$ cat config.mk
export PLATFORM = sky130hd
export DESIGN_NAME = fifo_rd_ctrl
export DESIGN_NICKNAME = d
export VERILOG_FILES = /design/src/rtl/fifo_pkg.sv /design/src/rtl/fifo_rd_ctrl.sv
export SDC_FILE = /design/constraint.sdc
export NUM_CORES = 1
export LEC_CHECK = 0
export ABC_AREA = 0
export BUFFER_PORTS_ARGS = -buffer_cell sky130_fd_sc_hd__clkbuf_2
export CAP_MARGIN = 10
export CORE_MARGIN = 4
export CORE_UTILIZATION = 30
export CTS_CLUSTER_SIZE = 25
export DETAILED_ROUTE_END_ITERATION = 16
export SYNTH_ARGS = -nofsm -noshare
export SYNTH_HDL_FRONTEND = slang
export SYNTH_SLANG_ARGS = --single-unit
$ cat constraint.sdc
create_clock -name rclk -period 10.6 [get_ports rclk]
set_clock_uncertainty 0.1 [all_clocks]
set_input_delay 0.53 -clock rclk [delete_from_list [all_inputs] [get_ports rclk]]
set_output_delay 0.53 -clock rclk [all_outputs]
set_load 0.02 [all_outputs]
$ cat src/rtl/fifo_pkg.sv
// Shared helpers for the dual-clock FIFO: pointer width rule and Gray/binary
// conversion. The conversions work on a wide zero-extended vector, so any
// pointer up to GW bits can use them by casting in and truncating out.
package fifo_pkg;

  // Widest pointer the helpers support.
  localparam int unsigned GW = 32;

  // Pointers carry one extra wrap bit above the RAM address.
  function automatic int unsigned ptr_w(input int unsigned addr_w);
    return addr_w + 1;
  endfunction

  // Binary to reflected Gray code.
  function automatic logic [GW-1:0] bin2gray(input logic [GW-1:0] b);
    return b ^ (b >> 1);
  endfunction

  // Gray to binary: each binary bit is the XOR of all Gray bits at or above it.
  // Zero-extended upper bits contribute nothing, so the result is width-agnostic.
  function automatic logic [GW-1:0] gray2bin(input logic [GW-1:0] g);
    logic [GW-1:0] b;
    b = g;
    for (int i = 1; i < int'(GW); i++) begin
      b = b ^ (g >> i);
    end
    return b;
  endfunction

endpackage

$ cat src/rtl/fifo_rd_ctrl.sv
// Read-side pointer and flag controller for the dual-clock FIFO.
// Holds the binary/Gray read pointers, drives the RAM read address and
// produces registered empty, almost-empty, fill level and a sticky underflow.
module fifo_rd_ctrl
  import fifo_pkg::*;
#(
  parameter int unsigned ADDR_W     = 8,
  parameter int unsigned AE_RST_VAL = 4
) (
  input  logic                 rclk,
  input  logic                 rrst_n,
  input  logic                 rinc,
  input  logic [ADDR_W:0]      rq2_wptr,
  input  logic                 ae_thresh_we,
  input  logic [ADDR_W:0]      ae_thresh,
  input  logic                 rclr_err,
  output logic [ADDR_W:0]      rd_ptr,
  output logic [ADDR_W-1:0]    raddr,
  output logic                 rempty,
  output logic                 raempty,
  output logic [ADDR_W:0]      rlevel,
  output logic                 runderflow
);

  localparam int unsigned PW = ptr_w(ADDR_W);

  // Full-occupancy value, also the ceiling for the almost-empty threshold.
  localparam logic [PW-1:0] DEPTH = {1'b1, {ADDR_W{1'b0}}};

  logic [PW-1:0] r_bin_q,  r_bin_d;
  logic [PW-1:0] rd_ptr_q, rd_ptr_d;
  logic          rempty_q, rempty_d;
  logic          raempty_q, raempty_d;
  logic [PW-1:0] rlevel_q, rlevel_d;
  logic          runderflow_q, runderflow_d;
  logic [PW-1:0] thresh_q, thresh_d;
  logic [PW-1:0] wbin;
  logic          pop;

  // Next-state: pointer advance, flags from the post-pop pointer, error and threshold.
  always_comb begin
    pop          = rinc & ~rempty_q;
    r_bin_d      = r_bin_q + {{ADDR_W{1'b0}}, pop};
    rd_ptr_d     = PW'(bin2gray(GW'(r_bin_d)));
    wbin         = PW'(gray2bin(GW'(rq2_wptr)));
    // Pointers never drift more than DEPTH apart, so the modular difference is the level.
    rlevel_d     = wbin - r_bin_d;
    // Gray compare over the full width so a lap apart does not read as empty.
    rempty_d     = (rd_ptr_d == rq2_wptr);
    raempty_d    = (rlevel_d <= thresh_q);
    // A new underflow outranks a clear arriving in the same cycle.
    runderflow_d = (rinc & rempty_q) | (runderflow_q & ~rclr_err);
    thresh_d     = thresh_q;
    if (ae_thresh_we) begin
      thresh_d = (ae_thresh > DEPTH) ? DEPTH : ae_thresh;
    end
  end

  // State registers; reset asserts immediately and drops any pending pop.
  always_ff @(posedge rclk or negedge rrst_n) begin
    if (!rrst_n) begin
      r_bin_q      <= '0;
      rd_ptr_q     <= '0;
      rempty_q     <= 1'b1;
      raempty_q    <= 1'b1;
      rlevel_q     <= '0;
      runderflow_q <= 1'b0;
      thresh_q     <= PW'(AE_RST_VAL);
    end else begin
      r_bin_q      <= r_bin_d;
      rd_ptr_q     <= rd_ptr_d;
      rempty_q     <= rempty_d;
      raempty_q    <= raempty_d;
      rlevel_q     <= rlevel_d;
      runderflow_q <= runderflow_d;
      thresh_q     <= thresh_d;
    end
  end

  assign rd_ptr     = rd_ptr_q;
  assign raddr      = r_bin_q[ADDR_W-1:0];
  assign rempty     = rempty_q;
  assign raempty    = raempty_q;
  assign rlevel     = rlevel_q;
  assign runderflow = runderflow_q;

endmodule

-- Word-level counts from Yosys, hierarchy flattened
Cells that the tools add are included.
- add/subtract/negate cells: 2
- multiply operators: 0
- div/mod/pow operators: 0
- order comparisons: 2
- equal/unequal tests: 1
- shift operators: 0
- multiplexer cells: 1
- bitwise logic cells: 15
- reduce and logical (&&, ||, !) cells: 0
- operator list (operator ; count):
    $xor A9 B8 Y9 ; 2
    $add A9 B1 Y9 ; 1
    $eq A9 B9 Y1 ; 1
    $gt A9 B9 Y1 const B ; 1
    $le A9 B9 Y1 ; 1
    $mux W9 ; 1
    $sub A9 B9 Y9 ; 1
    $xor A9 B1 Y9 ; 1
    $xor A9 B2 Y9 ; 1
    $xor A9 B3 Y9 ; 1
    $xor A9 B4 Y9 ; 1
    $xor A9 B5 Y9 ; 1
    $xor A9 B6 Y9 ; 1
    $xor A9 B7 Y9 ; 1
    $and A1 B1 Y1 ; 3
    $not A1 Y1 ; 2
    $or A1 B1 Y1 ; 1
- register bits: 39
- latch bits: 0
- bits in writable memories: 0
- bits in read-only memories: 0
- input bits: 23
- output and inout port bits: 29
- memories kept: 0

-- Logic depth before layout (Yosys ltp)
Gate-level depths: netlist of the first run.
- depth after elaboration: 10
- gate-level depth with buffers: 20
- gate-level depth less buffers: 20

-- Worst setup path before layout of the first run
OpenSTA, ideal clock, no wires.
- path type: input to register
- start point: in rq2_wptr[8]
- end point: reg raempty_q (netlist: raempty)
- setup time: 87 ps
- arrival: 4020 ps
- data required time: 10413 ps
- setup slack: 6393 ps
- stages: 20
- cell sequence: xnor2_2 -> xor3_2 -> xor2_2 -> xnor3_2 -> xor2_2 -> xnor2_1 -> ha_1 -> inv_1 -> fa_1 -> a21o_1 -> a21o_1 -> a21oi_1 -> inv_1 -> a21oi_1 -> xnor2_1 -> ha_1 -> o21a_1 -> nor2_1 -> a211oi_1 -> o21ai_0
- elaborated cells on any way between the ends: 10
- those cells by class: 1 x add/sub; 1 x order compare; 8 x bitwise
- RTL lines (element ; RTL line ; RTL):
    start, declared ; fifo_rd_ctrl.sv:13 ; input logic [ADDR_W:0] rq2_wptr,
    $xor A9 B7 Y9 ; fifo_pkg.sv:25 ; b = b ^ (g >> i);
    $xor A9 B6 Y9 ; fifo_pkg.sv:25 ;
    $xor A9 B5 Y9 ; fifo_pkg.sv:25 ;
    $xor A9 B4 Y9 ; fifo_pkg.sv:25 ;
    $xor A9 B3 Y9 ; fifo_pkg.sv:25 ;
    $xor A9 B2 Y9 ; fifo_pkg.sv:25 ;
    $xor A9 B1 Y9 (*) ; fifo_pkg.sv:25 ;
    $sub A9 B9 Y9 (*) ; fifo_rd_ctrl.sv:47 ; rlevel_d = wbin - r_bin_d;
    named net rlevel_d[6] ; fifo_rd_ctrl.sv:34 ; logic [PW-1:0] rlevel_q, rlevel_d;
    $le A9 B9 Y1 (*) ; fifo_rd_ctrl.sv:50 ; raempty_d = (rlevel_d <= thresh_q);
    named net raempty_d ; fifo_rd_ctrl.sv:33 ; logic raempty_q, raempty_d;
    end signal, assigned ; fifo_rd_ctrl.sv:73 ; raempty_q <= raempty_d;
    end, declared ; fifo_rd_ctrl.sv:33 ;
Mark *: on every way through the listed nets, which the timed path passes. The rest lies on a longest branch.
A chain may end at the register's enable or synchronous reset.

-- Worst setup path after layout of the first run
Ends and elaborated chain as after synthesis.

==> results of run 1 <==
## final timing paths
path,startpoint,to,slack [ps],depth (start not counted)
setup / recovery,rq2_wptr[8],raempty,6230,21
hold / removal,rrst_n,rlevel[8],270,1
setup reg to reg,rempty,raempty,6770,16
min in group rclk,rclr_err,runderflow,330,2
max in group asynchronous,rrst_n,rd_ptr[3],9530,1
hold reg to reg,thresh_q[2],thresh_q[2],420,2
## through the flow
stage / instances / instance area [um2]
6_report: 364 / 2690
5_1_grt: 364 / 2690
4_1_cts: 364 / 2690
3_5_place_dp: 356 / 2600
3_3_place_gp: 356 / 2600
2_1_floorplan: 211 / 2240
## power groups by stage
stage               sequential (uW)  clock (uW)  combinational [uW]
finish                          231         102                 520
global route                    236         112                 591
CTS                             231         106                 530
detailed placement              234           0                 523
global placement                233           0                 510
floorplan                       279           0                 340
## cell families (layout without fill, tap and decap cells)
family	after synthesis	in the layout	synth area share (%)
AO/OA/AOI/OAI	32	32	8.53
XOR/XNOR	42	42	20.1
adder cells (fa/ha/maj)	20	20	11.5
buffers and inverters	31	85	5.35
flip-flops	38	38	42.5
multiplexers	1	1	0.446
AND/OR/NAND/NOR	47	47	11.5
## placed cells by master (no fill, tap or decap)
cell type	Yosys	final
and3_1	1	1
nor2_1	8	8
nor3_1	4	4
clkbuf_1	2	2
xor3_2	1	1
ha_1	19	19
and2_1	1	1
xnor3_2	1	1
or2_2	1	1
fa_1	1	1
xor2_2	5	5
nand3_1	4	4
dfstp_2	3	3
nor3b_1	1	1
xnor2_2	2	2
xor2_1	16	16
nand2_1	8	8
a211oi_1	2	2
and4_1	1	1
mux2i_1	1	1
nand3b_1	9	9
a21oi_1	5	5
nand2_2	1	1
nor2b_1	4	4
clkbuf_8	0	6
dfrtp_1	35	35
inv_1	26	26
o2111ai_1	1	1
a21boi_0	2	2
a21o_1	4	4
xnor2_1	17	17
nand4_1	4	4
clkbuf_2	0	51
o21a_1	3	3
o21ai_0	15	15
## per-layer routing
| layer | vias up | track usage, % |
|---|---|---|
| met1 | 736 | 14.2 |
| met4 | 0 | 4.33 |
| met2 | 42 | 18.7 |
| li1 | 796 | - |
| met3 | 6 | 2.87 |
| met5 | - | 0 |
## Yosys cell counts
master,n
and2_1,1
nand3b_1,9
or2_2,1
o21a_1,3
xor2_1,16
nor2_1,8
dfstp_2,3
a21o_1,4
xor3_2,1
xnor2_2,2
ha_1,19
xnor2_1,17
and4_1,1
nor3b_1,1
mux2i_1,1
o21ai_0,15
nor3_1,4
buf_2,3
a21oi_1,5
nand2_1,8
clkbuf_1,2
a21boi_0,2
dfrtp_1,35
inv_1,26
o2111ai_1,1
nor2b_1,4
xor2_2,5
nand3_1,4
fa_1,1
xnor3_2,1
and3_1,1
nand4_1,4
a211oi_1,2
nand2_2,1
## sequential cells by signal (all words and copies together), names as in the netlist
register and count:
rlevel 9, runderflow 1, raempty 1, r_bin_q 9, rd_ptr 8, rempty 1, thresh_q 9
## final cells by class
| class | count | area [um2] | share of cell area [%] |
|---|---|---|---|
| inverters | 26 | 97.6 | 3.63 |
| flip-flops and latches | 38 | 955 | 35.5 |
| clock buffers | 8 | 90.1 | 3.35 |
| repair buffers | 51 | 255 | 9.48 |
| multi-input cells | 142 | 1170 | 43.5 |
| well taps | 99 | 124 | 4.60 |
==> results.ini, run 1 <==
[die]
fp-row-count=31
io_pins=52
dieArea_um2=8930
start_util_pct=30.9
core_area_um2=7250
dieHeight_um=94.5
die_w_um=94.5

[worst_setup_path]
max_stage_delay_ps=390
path_cells=clkbuf_2 > xnor2_2 > xor3_2 > xor2_2 > xnor3_2 > xor2_2 > xnor2_1 > ha_1 > inv_1 > fa_1 > a21o_1 > a21o_1 > a21oi_1 > inv_1 > a21oi_1 > xnor2_1 > ha_1 > o21a_1 > nor2_1 > a211oi_1 > o21ai_0
worst-endpoint-arrival_ps=4480
critPathLaunchType=input port
crit_required_ps=10710
crit_type=in -> reg
critPathTopFamily=XOR/XNOR gates
path_buf_inv=3
worstPathMaxFanout=3
end_kind=flip-flop
critPathSlowestCell=fa_1

[sta]
maxSlewViolCount=0
relSlewSlack_pct=37.1
finalSetupViolCount=0
worst_hold_slack_ps=270
setup_ws_ps=6230
tightest_slew_ps=944
fmax_ghz=0.229
fin_crit_sh_pct=41.2
finalHoldViolCount=0
rsz0062_at_grt=false
fin_crit_ps=4370
tns_ps=0

[detailed_routing]
drc=0
wl_met3_um=287
ant_nets=0
drtPass1Iterations=4
met1_length_mm=2.05
wl_per_cell_um=12.5
top_layer_used=met4
dr_wl_met2_mm=2.15
via_per_inst=4.34
first_iter_violations=59
num_vias=1580
wl_mm=4.56

[grt]
grt_pass1_vias=1656
track_usage_pct=11.3
antenna_found_initial=0
gr-total-overflow=0
grt_pass1_wl_mm=7.86
grt_max_degree=39

[clock_network]
post_cts_resized=0
cts-root-buf=clkbuf_8
ctsHoldBuffers=0
cts.sinks=38
clk_pin_slew_worst_paths_ps=70
post_cts_buffers=0
ctsHtreeMaxLevel=2
insertion_delay_ps=290
numCtsBuffers=5
clock_path_buffers=2
tritoncts=done

[place]
post-place-ws_ps=5910
dp_hpwl_mm=3.61
io_buffers=51
gp_congestion=0.708

[power]
power.density_nw_per_um2=317
p_comb_share_pct=61.0
p_int_uw=471
leakage_uw=0.00132
ir_drop_uv=76.6
clockPowerShare_pct=12.0
design_power_total_uw=853
swShare_pct=44.8
seqPwrFrac_pct=27.0
net-switching-power_uw=382

[run_status]
outcome=finished clean

[layout]
diodes=0
utilization_pct=37.1
area_delta_synth_final_pct=19.9
layout.nets=307
fill_cells=748
layout-drive-gt1-share_pct=26.8

[logic_synthesis]
synthCells=211
syn_nets=254
ys_seq_elements=38
yosysTopAreaCell=dfrtp_1
yosysSeqAreaShare_pct=42.5
synth_cell_types=34
syn_avg_cell_area_um2=10.6
synth_area_leaders=dfrtp_1 (39%), ha_1 (11%), xnor2_1 (6.6%), xor2_1 (6.2%), inv_1 (4.3%)
synth_area_um2=2240
ys_warn_count=0
synth_top_area_share_pct=39.0

[job]
drv_cap=0

[hold_path]
hp-class=in -> async

(Power assumes the default switching activity.)
==> inputs of run 2 (changes only) <==
==> constraint.sdc (replaced) <==
create_clock -name rclk -period 4.2 [get_ports rclk]
set_clock_uncertainty 0.1 [all_clocks]
set_input_delay 0.21 -clock rclk [delete_from_list [all_inputs] [get_ports rclk]]
set_output_delay 0.21 -clock rclk [all_outputs]
set_load 0.02 [all_outputs]
==> results.ini, run 2 (same netlist as run 1, synthesis figures left out) <==
[grt]
grt.met2_usage_pct=17.0  ; -1.7 points
grt_pass1_wl_mm=7.58  ; -3.5%
antenna_found_initial=0  ; unchanged
grt_pass1_vias=1616  ; -2.4%
grt_max_degree=39  ; unchanged
gr-max-usage-layer=met2
grtUsageMet3_pct=3.03  ; +0.16 points
gr-total-overflow=0  ; unchanged
track_usage_pct=10.9  ; -0.41 points
grtUsageMet1_pct=14.4  ; +0.27 points

[worst_setup_path]
path_buf_inv=3  ; unchanged
worst-endpoint-arrival_ps=4030  ; -450 ps
critPathTopFamily=XOR/XNOR gates
crit_required_ps=4310  ; -6400 ps
end_kind=flip-flop
critPathLaunchType=input port
crit_type=in -> reg
worstPathMaxFanout=3  ; unchanged
critPathSlowestCell=xor3_2
max_stage_delay_ps=410  ; +20 ps
path_cells=clkbuf_2 > xnor2_2 > xor3_2 > xor2_2 > xnor3_2 > xor2_4 > xnor2_2 > ha_2 > inv_1 > fa_2 > a21o_1 > a21o_1 > a21oi_2 > inv_1 > a21oi_2 > xnor2_1 > ha_1 > o21a_1 > nor2_1 > a211oi_2 > o21ai_1

[die]
core_area_um2=7250  ; unchanged
die_w_um=94.5  ; unchanged
io_pins=52  ; unchanged
dieHeight_um=94.5  ; unchanged
start_util_pct=30.9  ; unchanged
fp-row-count=31  ; unchanged
dieArea_um2=8930  ; unchanged

[sta]
fin_crit_ps=3920
fin_crit_sh_pct=93.3
relSlewSlack_pct=38.1  ; +0.98 points
finalHoldViolCount=35  ; +35
finalSetupViolCount=0  ; unchanged
fmax_ghz=0.255
rsz0062_at_grt=false
worst_hold_slack_ps=-50.9  ; -321 ps
maxSlewViolCount=0  ; unchanged
tightest_slew_ps=929  ; -14.6 ps

[detailed_routing]
via_per_inst=4.35  ; +0.12%
drc=0  ; unchanged
first_iter_violations=51  ; -14%
wl_per_cell_um=12.5  ; -0.65%
num_vias=1608  ; +1.8%
wl_mm=4.61  ; +0.99%
ant_nets=0  ; unchanged
drtPass1Iterations=4  ; unchanged

[power]
leakage_uw=0.00136  ; +2.7%
design_power_total_uw=2220  ; +160%
power.density_nw_per_um2=799  ; +150%
ir_drop_uv=175  ; +130%

[clock_network]
cts-root-buf=clkbuf_8
clk_pin_slew_worst_paths_ps=70  ; about the same
numCtsBuffers=5  ; unchanged
tritoncts=done
insertion_delay_ps=280  ; about the same
ctsHtreeMaxLevel=2  ; unchanged
cts.sinks=38  ; unchanged
clock_path_buffers=2  ; unchanged

[place]
io_buffers=51  ; unchanged
gp_congestion=0.737  ; +4.1%
place_inst=358  ; +0.56%
dp_hpwl_mm=3.56  ; -1.4%

[layout]
diodes=0  ; unchanged
fin_cells=370  ; +1.6%
utilization_pct=38.2  ; +1.1 points
layout_commonest_cell=clkbuf_2
area_delta_synth_final_pct=23.5
layout.nets=313  ; +2.0%
final_cell_mix=clkbuf_2 (51), dfrtp_1 (35), inv_1 (26)
layout-drive-gt1-share_pct=30.6  ; +3.8 points

[run_status]
violations=hold timing
outcome=finished, violations left

[hold_path]
hp-class=in -> async

[job]
drv_cap=0  ; unchanged

## run 2: changes by cell type in the layout (fill, tap and decap cells not counted), moves of 2 or more
cell and delta:
o21ai_0 -2, o21ai_1 +2, a21oi_2 +2, buf_4 +6
a21oi_1 -2
## run 2: worst register-to-register path, cell delays in order (launching register included)
cell and delay, ps:
dfstp_2 540, nor2b_1 50, ha_1 240, ha_1 390, inv_1 130, ha_1 280
nor2b_1 130, o21ai_0 210, a21boi_0 160, o21ai_0 260, nor2b_1 200, xnor2_1 180
ha_1 300, o21a_1 180, nor2_1 120, a211oi_2 60, o21ai_1 140
## run 2: metal layers
layer	vias to the layer above	wire (um)
li1	812	-
met5	-	0
met2	29	2130
met1	762	2180
met4	0	72
met3	5	227
## run 2: per-stage QoR
step | hold slack, ps | worst slack, ps | area, um2 | TNS [ps]
after CTS | 2.75 | 192 | 2710 | 0
after floorplan | -186 | 313 | 2240 | 0
after global routing | 25.1 | 13.1 | 2770 | 0
after global placement | 304 | 68.3 | 2620 | 0
after detailed placement | 310 | -65.8 | 2620 | -65.8
final | -50.9 | 283 | 2770 | 0
## run 2: area by class of cell
class | instances | area, um2
sequential | 38 | 955
multi-input combinational | 142 | 1210
timing repair buffer | 57 | 300
clock buffer | 8 | 90.1
tap | 99 | 124
fill | 758 | 4480
inverter | 26 | 97.6
## run 2: where the power goes
group	internal (uW)	leakage, uW	switching (uW)
registers	502	0.000467	79.4
logic	593	0.000844	785
clock network	134	0.0000455	122
## run 2: path summary, 6_finish.rpt
check	cells after the start	endpoint	startpoint	slack (ps)
max in group asynchronous	1	rd_ptr[3]	rrst_n	3460
min reg2reg	2	thresh_q[2]	thresh_q[2]	420
max	21	raempty	rq2_wptr[7]	280
max reg2reg	16	raempty	rempty	480
min	1	rlevel[7]	rrst_n	-50
min in group rclk	2	runderflow	rclr_err	20
## run 2: repair_timing
item,CTS,global route
hold buffers,0,0
buffers inserted,0,4
resized for setup,0,9
endpoints found under the setup margin,0,1
hold endpoints to repair,0,0
==> inputs of run 3 (changes only) <==
--- a/config.mk
+++ b/config.mk
@@ -9,7 +9,8 @@
 export BUFFER_PORTS_ARGS = -buffer_cell sky130_fd_sc_hd__clkbuf_2
 export CAP_MARGIN = 10
 export CORE_MARGIN = 4
-export CORE_UTILIZATION = 30
+export CORE_UTILIZATION = 35
+export CTS_CLUSTER_DIAMETER = 200
 export CTS_CLUSTER_SIZE = 25
 export DETAILED_ROUTE_END_ITERATION = 16
 export SYNTH_ARGS = -nofsm -noshare
==> constraint.sdc (replaced) <==
create_clock -name rclk -period 3.8 [get_ports rclk]
set_clock_uncertainty 0.1 [all_clocks]
set_input_delay 0.19 -clock rclk [delete_from_list [all_inputs] [get_ports rclk]]
set_output_delay 0.19 -clock rclk [all_outputs]
set_load 0.02 [all_outputs]
==> results.ini, run 3 (same netlist as run 1, synthesis figures left out) <==
[worst_setup_path]
crit_required_ps=3920  ; -390 ps
end_kind=flip-flop
worst-endpoint-arrival_ps=3710  ; -320 ps
critPathSlowestCell=fa_2
critPathLaunchType=input port
path_cells=clkbuf_2 > xnor2_4 > xor3_2 > xor2_2 > xnor3_2 > xor2_2 > xnor2_1 > ha_2 > inv_2 > fa_2 > a21o_1 > a21o_1 > a21oi_2 > inv_1 > a21oi_2 > xnor2_2 > ha_1 > o21a_1 > nor2_2 > a211oi_2 > o21ai_1
max_stage_delay_ps=350  ; -60 ps
worstPathMaxFanout=2  ; -1
crit_type=in -> reg

[layout]
layout.nets=335  ; +7.0%
layout-drive-gt1-share_pct=35.6  ; +5.0 points
utilization_pct=47.9  ; +9.6 points
fin_cells=367  ; -0.81%
layout_commonest_cell=clkbuf_2
area_delta_synth_final_pct=29.3
fill_cells=576  ; -24%
diodes=0  ; unchanged
final_cell_mix=clkbuf_2 (51), dfrtp_1 (35), buf_4 (26)

[sta]
relSlewSlack_pct=38.2  ; +0.17 points
maxSlewViolCount=0  ; unchanged
fin_crit_sh_pct=94.6
finalSetupViolCount=0  ; unchanged
finalHoldViolCount=0  ; -100%
tightest_slew_ps=926  ; -2.56 ps
worst_hold_slack_ps=32.3  ; +83.1 ps
fmax_ghz=0.278
tns_ps=0  ; unchanged
fin_crit_ps=3590
setup_ws_ps=206  ; -76.3 ps

[hold_path]
hp-class=in -> reg

[grt]
grt_max_degree=39  ; unchanged
track_usage_pct=13.2  ; +2.3 points
grt_pass1_wl_mm=7.89  ; +4.1%
antenna_found_initial=0  ; unchanged
gr-total-overflow=0  ; unchanged
grt_pass1_vias=1766  ; +9.3%

[place]
gp_congestion=0.786  ; +6.6%
dp_hpwl_mm=3.70  ; +4.1%
io_buffers=51  ; unchanged
post-place-ws_ps=-280  ; -214 ps
place_inst=355  ; -0.84%

[detailed_routing]
drc=0  ; unchanged
wl_per_cell_um=12.5  ; +0.12%
via_per_inst=4.46  ; +2.6%
wl_mm=4.58  ; -0.69%
drtPass1Iterations=4  ; unchanged
ant_nets=0  ; unchanged
first_iter_violations=58  ; +14%
num_vias=1637  ; +1.8%

[clock_network]
clk_pin_slew_worst_paths_ps=70  ; about the same
numCtsBuffers=5  ; unchanged
cts.sinks=38  ; unchanged
ctsHtreeMaxLevel=2  ; unchanged
cts-root-buf=clkbuf_8
clock_path_buffers=2  ; unchanged
tritoncts=done
insertion_delay_ps=280  ; about the same

[power]
ir_drop_uv=379  ; +120%
power.density_nw_per_um2=935  ; +17%
leakage_uw=0.00145  ; +7.1%

[die]
fp-row-count=28  ; -9.7%
core_area_um2=6060  ; -16%
io_pins=52  ; unchanged
dieHeight_um=88.1  ; -6.8%
start_util_pct=37.0  ; +6.1 points
die_w_um=88.1  ; -6.8%
dieArea_um2=7760  ; -13%

[job]
drv_cap=0  ; unchanged

[run_status]
outcome=finished clean

run 3: changes by cell type in the layout (fill, tap and decap cells not counted), moves of 2 or more:
cell and delta:
dlygate4sd3_1 +2, o21ai_1 +2, o21ai_0 -2, buf_4 +20
run 3: final timing paths:
kind	from	endpoint	slack [ps]	cells past startpoint
max in group asynchronous	rrst_n	rlevel[1]	2550	2
min in group asynchronous	rrst_n	rlevel[7]	470	2
hold / removal	ae_thresh[2]	thresh_q[2]	30	3
setup / recovery	rq2_wptr[8]	raempty	210	21
hold reg to reg	thresh_q[2]	thresh_q[2]	430	2
setup reg to reg	rempty	raempty	350	16
run 3: cell type report:
class                           count  area (um2)  share of cell area, %
Inverter                           26        97.6                   3.36
Timing Repair Buffer               79         470                   16.2
Clock buffer                        7        76.3                   2.63
Sequential cell                    38         955                   32.9
Tap cell                           75        93.8                   3.23
Multi-Input combinational cell    142        1210                   41.7
run 3: per-layer routing:
metal / share of wire (%) / track usage [%]
met5: 0 / 0
met3: 4.4 / 2.63
met1: 43 / 16.3
met2: 51 / 22.6
met4: 1.2 / 5.36
run 3: power by group:
group / total, uW / internal [uW] / switching [uW]
combinational: 1810 / 882 / 929
sequential: 641 / 556 / 85.5
clock: 261 / 126 / 134
run 3: timing repair:
| item | in CTS | in global routing |
|---|---|---|
| endpoints found under the setup margin | 1 | 1 |
| pin swaps | 0 | 10 |
| hold buffers | 2 | 0 |
| resized for setup | 1 | 5 |
| setup buffers | 0 | 3 |
| endpoints found under the hold margin | 36 | 0 |
run 3: through the flow:
step | area, um2 | power, uW
5_1_grt | 2900 | 2990
6_report | 2900 | 2710
3_3_place_gp | 2770 | 2380
3_5_place_dp | 2770 | 2420
2_1_floorplan | 2270 | 1760
4_1_cts | 2860 | 2700
run 3: worst max-delay path, delay by kind of cell:
kind / cells / cell delay, ps
XOR/XNOR: 7 / 1380
AO/OA/AOI/OAI: 7 / 970
buffers and inverters: 3 / 230
adder cells (fa/ha/maj): 3 / 830
AND/OR/NAND/NOR: 1 / 90
